### config.mk
export PLATFORM = sky130hd
export DESIGN_NAME = prog_inst_memory
export DESIGN_NICKNAME = d
export VERILOG_FILES = /design/src/rtl/prog_inst_memory.sv
export SDC_FILE = /design/constraint.sdc
export NUM_CORES = 2
export LEC_CHECK = 0
export BUFFER_PORTS_ARGS = -buffer_cell sky130_fd_sc_hd__buf_2
export CORE_UTILIZATION = 35
export CTS_BUF_LIST = sky130_fd_sc_hd__clkbuf_8
export DETAILED_ROUTE_END_ITERATION = 8
export HOLD_SLACK_MARGIN = 0.12
export SYNTH_ARGS = -nofsm -noshare
export SYNTH_HDL_FRONTEND = slang
export SYNTH_SLANG_ARGS = --single-unit
export TNS_END_PERCENT = 5
### constraint.sdc
create_clock -name clk -period 6.7 [get_ports clk]
set_input_delay 1.34 -clock clk [delete_from_list [all_inputs] [get_ports clk]]
set_output_delay 1.34 -clock clk [all_outputs]
set_load 0.005 [all_outputs]
### src/rtl/prog_inst_memory.sv
// prog_inst_memory: instruction memory with a registered fetch port and a
// byte-serial program loader.
//
// Ports
//   clk, reset            rising-edge clock, asynchronous active-high reset
//   pc, fetch_en          fetch byte address (word index pc[AW+1:2]); 0 = stall
//   instruction           registered instruction word
//   inst_valid            instruction holds a real fetched word
//   addr_fault            registered out-of-range fetch flag
//   load_start/load_end   pulses that enter/leave program-load mode
//   load_byte/load_valid  program bytes, most significant byte of a word first
//   busy                  high while loading
//   load_ovf              sticky: bytes dropped because memory was full
//
// Build option: define IMEM_BOUNDS_TRAP_EN to drive addr_fault from the
// out-of-range compare. Without it addr_fault is tied low.
//
// mem_q has no reset. Its power-up image is expected to be RESET_INST,
// which is the device default for the default RESET_INST of zero.
//
// state     | meaning
// ST_IDLE   | fetch port live, loader waiting for load_start
// ST_LOAD   | collecting bytes into the word assembler
// ST_COMMIT | one cycle writing the assembled word, then back to ST_LOAD

module prog_inst_memory #(
  parameter int          DEPTH      = 128,
  parameter int          AW         = $clog2(DEPTH),
  parameter logic [31:0] RESET_INST = 32'h0000_0000
) (
  input  logic        clk,
  input  logic        reset,
  input  logic [31:0] pc,
  input  logic        fetch_en,
  output logic [31:0] instruction,
  output logic        inst_valid,
  output logic        addr_fault,
  input  logic        load_start,
  input  logic [7:0]  load_byte,
  input  logic        load_valid,
  input  logic        load_end,
  output logic        busy,
  output logic        load_ovf
);

  localparam logic [1:0] ST_IDLE   = 2'd0;
  localparam logic [1:0] ST_LOAD   = 2'd1;
  localparam logic [1:0] ST_COMMIT = 2'd2;

  // Pointer is one bit wider than a word index so it can hold DEPTH (full).
  localparam logic [AW:0] FULL_PTR = (AW+1)'(DEPTH);

  logic [1:0]  state_q, state_d;
  logic [AW:0] ptr_q, ptr_d;
  logic [1:0]  cnt_q, cnt_d;
  logic [31:0] asm_q, asm_d;
  logic        ovf_q, ovf_d;
  logic        mem_we;

  logic [31:0] inst_q, inst_d;
  logic        valid_q, valid_d;

  logic [31:0] mem_q [DEPTH];

  logic          busy_w;
  logic          oor;
  logic [AW-1:0] idx;

  assign busy_w = (state_q != ST_IDLE);
  assign idx    = pc[AW+1:2];
  assign oor    = (pc[1:0] != 2'b00) || (pc[31:AW+2] != '0);

  always_comb begin
    state_d = state_q;
    ptr_d   = ptr_q;
    cnt_d   = cnt_q;
    asm_d   = asm_q;
    ovf_d   = ovf_q;
    mem_we  = 1'b0;
    case (state_q)
      ST_IDLE: begin
        // load_end in the same cycle as load_start is ignored: start wins.
        if (load_start) begin
          state_d = ST_LOAD;
          ptr_d   = '0;
          cnt_d   = '0;
          ovf_d   = 1'b0;
        end
      end
      ST_LOAD: begin
        if (load_end) begin
          // Any partial word in the assembler is abandoned.
          state_d = ST_IDLE;
          cnt_d   = '0;
        end else if (load_valid) begin
          if (ptr_q == FULL_PTR) begin
            ovf_d = 1'b1;
          end else begin
            asm_d = {asm_q[23:0], load_byte};
            cnt_d = cnt_q + 2'd1;
            if (cnt_q == 2'd3) state_d = ST_COMMIT;
          end
        end
      end
      ST_COMMIT: begin
        // The write always completes; a load_end seen here exits right after it.
        mem_we  = 1'b1;
        ptr_d   = ptr_q + 1'b1;
        state_d = load_end ? ST_IDLE : ST_LOAD;
      end
      default: state_d = ST_IDLE;
    endcase
  end

  always_ff @(posedge clk or posedge reset) begin
    if (reset) begin
      state_q <= ST_IDLE;
      ptr_q   <= '0;
      cnt_q   <= '0;
      asm_q   <= '0;
      ovf_q   <= 1'b0;
    end else begin
      state_q <= state_d;
      ptr_q   <= ptr_d;
      cnt_q   <= cnt_d;
      asm_q   <= asm_d;
      ovf_q   <= ovf_d;
    end
  end

  always_ff @(posedge clk) begin
    if (mem_we) mem_q[ptr_q[AW-1:0]] <= asm_q;
  end

  always_comb begin
    inst_d  = inst_q;
    valid_d = valid_q;
    if (fetch_en) begin
      if (busy_w) begin
        inst_d  = RESET_INST;
        valid_d = 1'b0;
      end else if (oor) begin
        inst_d  = RESET_INST;
        valid_d = 1'b1;
      end else begin
        inst_d  = mem_q[idx];
        valid_d = 1'b1;
      end
    end
  end

  always_ff @(posedge clk or posedge reset) begin
    if (reset) begin
      inst_q  <= RESET_INST;
      valid_q <= 1'b0;
    end else begin
      inst_q  <= inst_d;
      valid_q <= valid_d;
    end
  end

`ifdef IMEM_BOUNDS_TRAP_EN
  logic fault_q;
  always_ff @(posedge clk or posedge reset) begin
    if (reset)         fault_q <= 1'b0;
    else if (fetch_en) fault_q <= oor;
  end
  assign addr_fault = fault_q;
`else
  assign addr_fault = 1'b0;
`endif

  assign instruction = inst_q;
  assign inst_valid  = valid_q;
  assign busy        = busy_w;
  assign load_ovf    = ovf_q;

endmodule

==> metrics.txt <==
antenna violations before repair 39; final period utilization 0.668; cts hold-fix bufs 0; port buffer count 80; GRT overflow 0; Final GP Congestion 0.828; top layer in use met5; Syn Std Cell Area 159000 um2; pre-CTS WS 1.17 ns; crit-path cells buf_8 -> buf_4 -> nand2_2 -> o221ai_1 -> nor2_1 -> a31oi_1 -> a21oi_1 -> or4_1; vias per cell 5.58; CTS tree built; IO Pins 82; WL met2 217000 um; Die Height 675 um; RSZ-0062 raised after global routing no; EDFF count, synth 4096; Overall Global Routing Usage 0.192; drt first pass iters 6; wirelength, routed 446000 um; drt drc 0; leading post-synthesis cells by cell area edfxtp_1 78%, mux4_2 13%, mux2i_1 2.0%; Slew @ Worst Pin 1.36 ns; WP data required 7.77 ns; critical path type in2reg; Worst-Skew Late Latency 1.24 ns; final setup margin 2.22 ns; fin. max-slew vios 0; die width 675 um; number of max-cap violations 0; Root Buffer clkbuf_8; clock sinks 4174; Post-CTS Setup Inserts 0; outcome complete, no violations; Synth Instances 7121; VDD IR max 0.000291 V; syn avg cell area 22.3 um2; DR vias 79400; Total Power 58800 uW; Startpoint Class input port; Hold WC Path Type in2async; Die ar. 456000 um2; Warnings, synthesis 0; Yosys top cell by area edfxtp_1; Crit-path slowest cell a31oi_1; Met1 Wirelength 175000 um; Core Box Area 450000 um2; H-Tree Depth 6; Starting DRT DRC Count 10100; Fillers 39500; CP Max Fanout 42; share of the synthesized area in the top cell type 0.776; Main synth FF type edfxtp_1; register area share after synthesis 0.788; area grow syn2layout 13.9%; crit path time final 4.48 ns; FF+latch area 125000 um2; DR WL met3 37500 um; initial core utilization 0.352; post-synth cell types 45; PostCTS Resize Cnt 0; worst clock skew 0.0818 ns; FF-to-FF Start ptr_q[3]; Setup TNS 0 ns; vias in the first global route 80200; synthesized net count 7170; Core Rows 246; Min Hold Slack 0.275 ns; P_leak 0.0573 uW; Final Hold Fails 0; CP endpoint kind register; # setup viols final 0; max incr delay on CP 0.75 ns; Post-synth ARST share 0.0187; share of layout cells above drive strength 1 0.279; Post-DRT Antenna Nets 0; first-pass GRT wire length 620000 um; DR WL/cell 31.4 um; pin count of the biggest net entering global routing 112; Synth Register Bits 4174; crit path DAT 5.55 ns; post-detail-place hpwl 255000 um; # nets final 7790; Slew headroom 0.0923; multi-input logic area 32800 um2; Crit. Startpoint pc[4]; Max Fclk 223 MHz; Bufs on Longest Clock Path 4; P per Cell Area 326 nW/um2; clock-pin transition on the worst setup and hold timing paths 0.06 ns; TritonCTS buffer count 648
==> logic make-up (layout without fill, tap and decap cells) <==
logic type / after synthesis / in the layout / share of synthesized area
flip-flops: 4174 / 4174 / 0.788
AO/OA/AOI/OAI: 756 / 756 / 0.0353
multiplexers: 1252 / 1252 / 0.150
AND/OR/NAND/NOR: 512 / 512 / 0.0145
other: 1 / 31 / 0.0000237
buffers and inverters: 423 / 1544 / 0.0118
adder cells (fa/ha/maj): 3 / 3 / 0.000237
==> power breakdown <==
part	switching [uW]	internal (uW)
combinational	3560	912
clock	10000	10000
sequential	2060	32200
==> synth_stat cells (33+ instances only) <==
| cell type | number |
|---|---|
| dfrtp_1 | 78 |
| mux2_2 | 33 |
| buf_2 | 112 |
| nor2_1 | 176 |
| a21oi_1 | 100 |
| o221ai_1 | 192 |
| mux2i_1 | 323 |
| clkbuf_1 | 226 |
| a22oi_1 | 192 |
| edfxtp_1 | 4096 |
| o22ai_1 | 96 |
| mux4_2 | 896 |
| a31oi_1 | 33 |
| nor2b_1 | 44 |
| nand3_1 | 44 |
| nand2_1 | 188 |
| buf_1 | 47 |
| a211oi_1 | 66 |
==> registers in the layout, indices dropped and copies added, names as in the netlist <==
signal	count
asm_q	32
cnt_q	2
inst_valid	1
instruction	32
load_ovf	1
mem_q	4096
ptr_q	8
state_q	2
==> per-layer routing <==
metal  vias to the layer above  track usage
met3                       744       0.0338
met1                     42800        0.258
met4                         4       0.0717
li1                      31800            -
met2                      4000        0.314
met5                         -            0
==> path summary, 6_finish.rpt <==
| path | endpoint | slack, ns | cells past startpoint |
|---|---|---|---|
| worst max register to register | asm_q[7] | 2.68 | 6 |
| min in group clk | asm_q[3] | 0.40 | 2 |
| worst min-delay path | asm_q[0] | 0.27 | 2 |
| max in group asynchronous | asm_q[31] | 4.90 | 3 |
| worst min register to register | cnt_q[0] | 0.49 | 1 |
| worst max-delay path | instruction[17] | 2.22 | 8 |
==> through the flow <==
stage / cell area [um2] / utilization / instances
3_3_place_gp: 168000 / 0.374 / 13000
5_1_grt: 180000 / 0.401 / 14200
2_1_floorplan: 159000 / - / 7121
6_report: 181000 / 0.401 / 14200
3_5_place_dp: 168000 / 0.374 / 13000
4_1_cts: 180000 / 0.401 / 14200
==> cell usage in the layout, fill, tap and decap left out, types with 16 or more instances in the layout <==
cell type and n:
clkinv_2 51, dfrtp_1 46, mux4_2 896, a211o_1 32, buf_2 75, buf_12 30, edfxtp_1 4096, or4_1 30
nor2_4 130, a21oi_1 99, mux2_2 33, nor2_1 43, nor2b_1 39, bufinv_16 16, a31oi_1 33, o22ai_1 96
o221ai_1 192, inv_1 231, mux2i_1 323, clkbuf_8 678, a211oi_1 56, diode_2 30, a221o_1 30, buf_4 277
dfrtp_4 32, a22oi_1 192, clkinv_1 135, nand3_1 39, nand2_1 183
==> critical path, delay by kind of cell <==
family	cells	cell delay, ns
AOI/OAI and AO/OA	3	1.80
and+or+nand+nor	3	1.42
buffers and inverters	2	0.92
==> layout make-up <==
cell class,count,share of cell area
Timing Repair Buffer,386,0.0172
Tap cell,5952,0.0413
Sequential cell,4174,0.693
Multi-Input combinational cell,2524,0.182
Clock inverter,473,0.0146
Clock buffer,678,0.0517
Inverter,7,0.000159
Antenna cell,30,0.000416
Note: power is estimated with default switching activity, not from simulation.
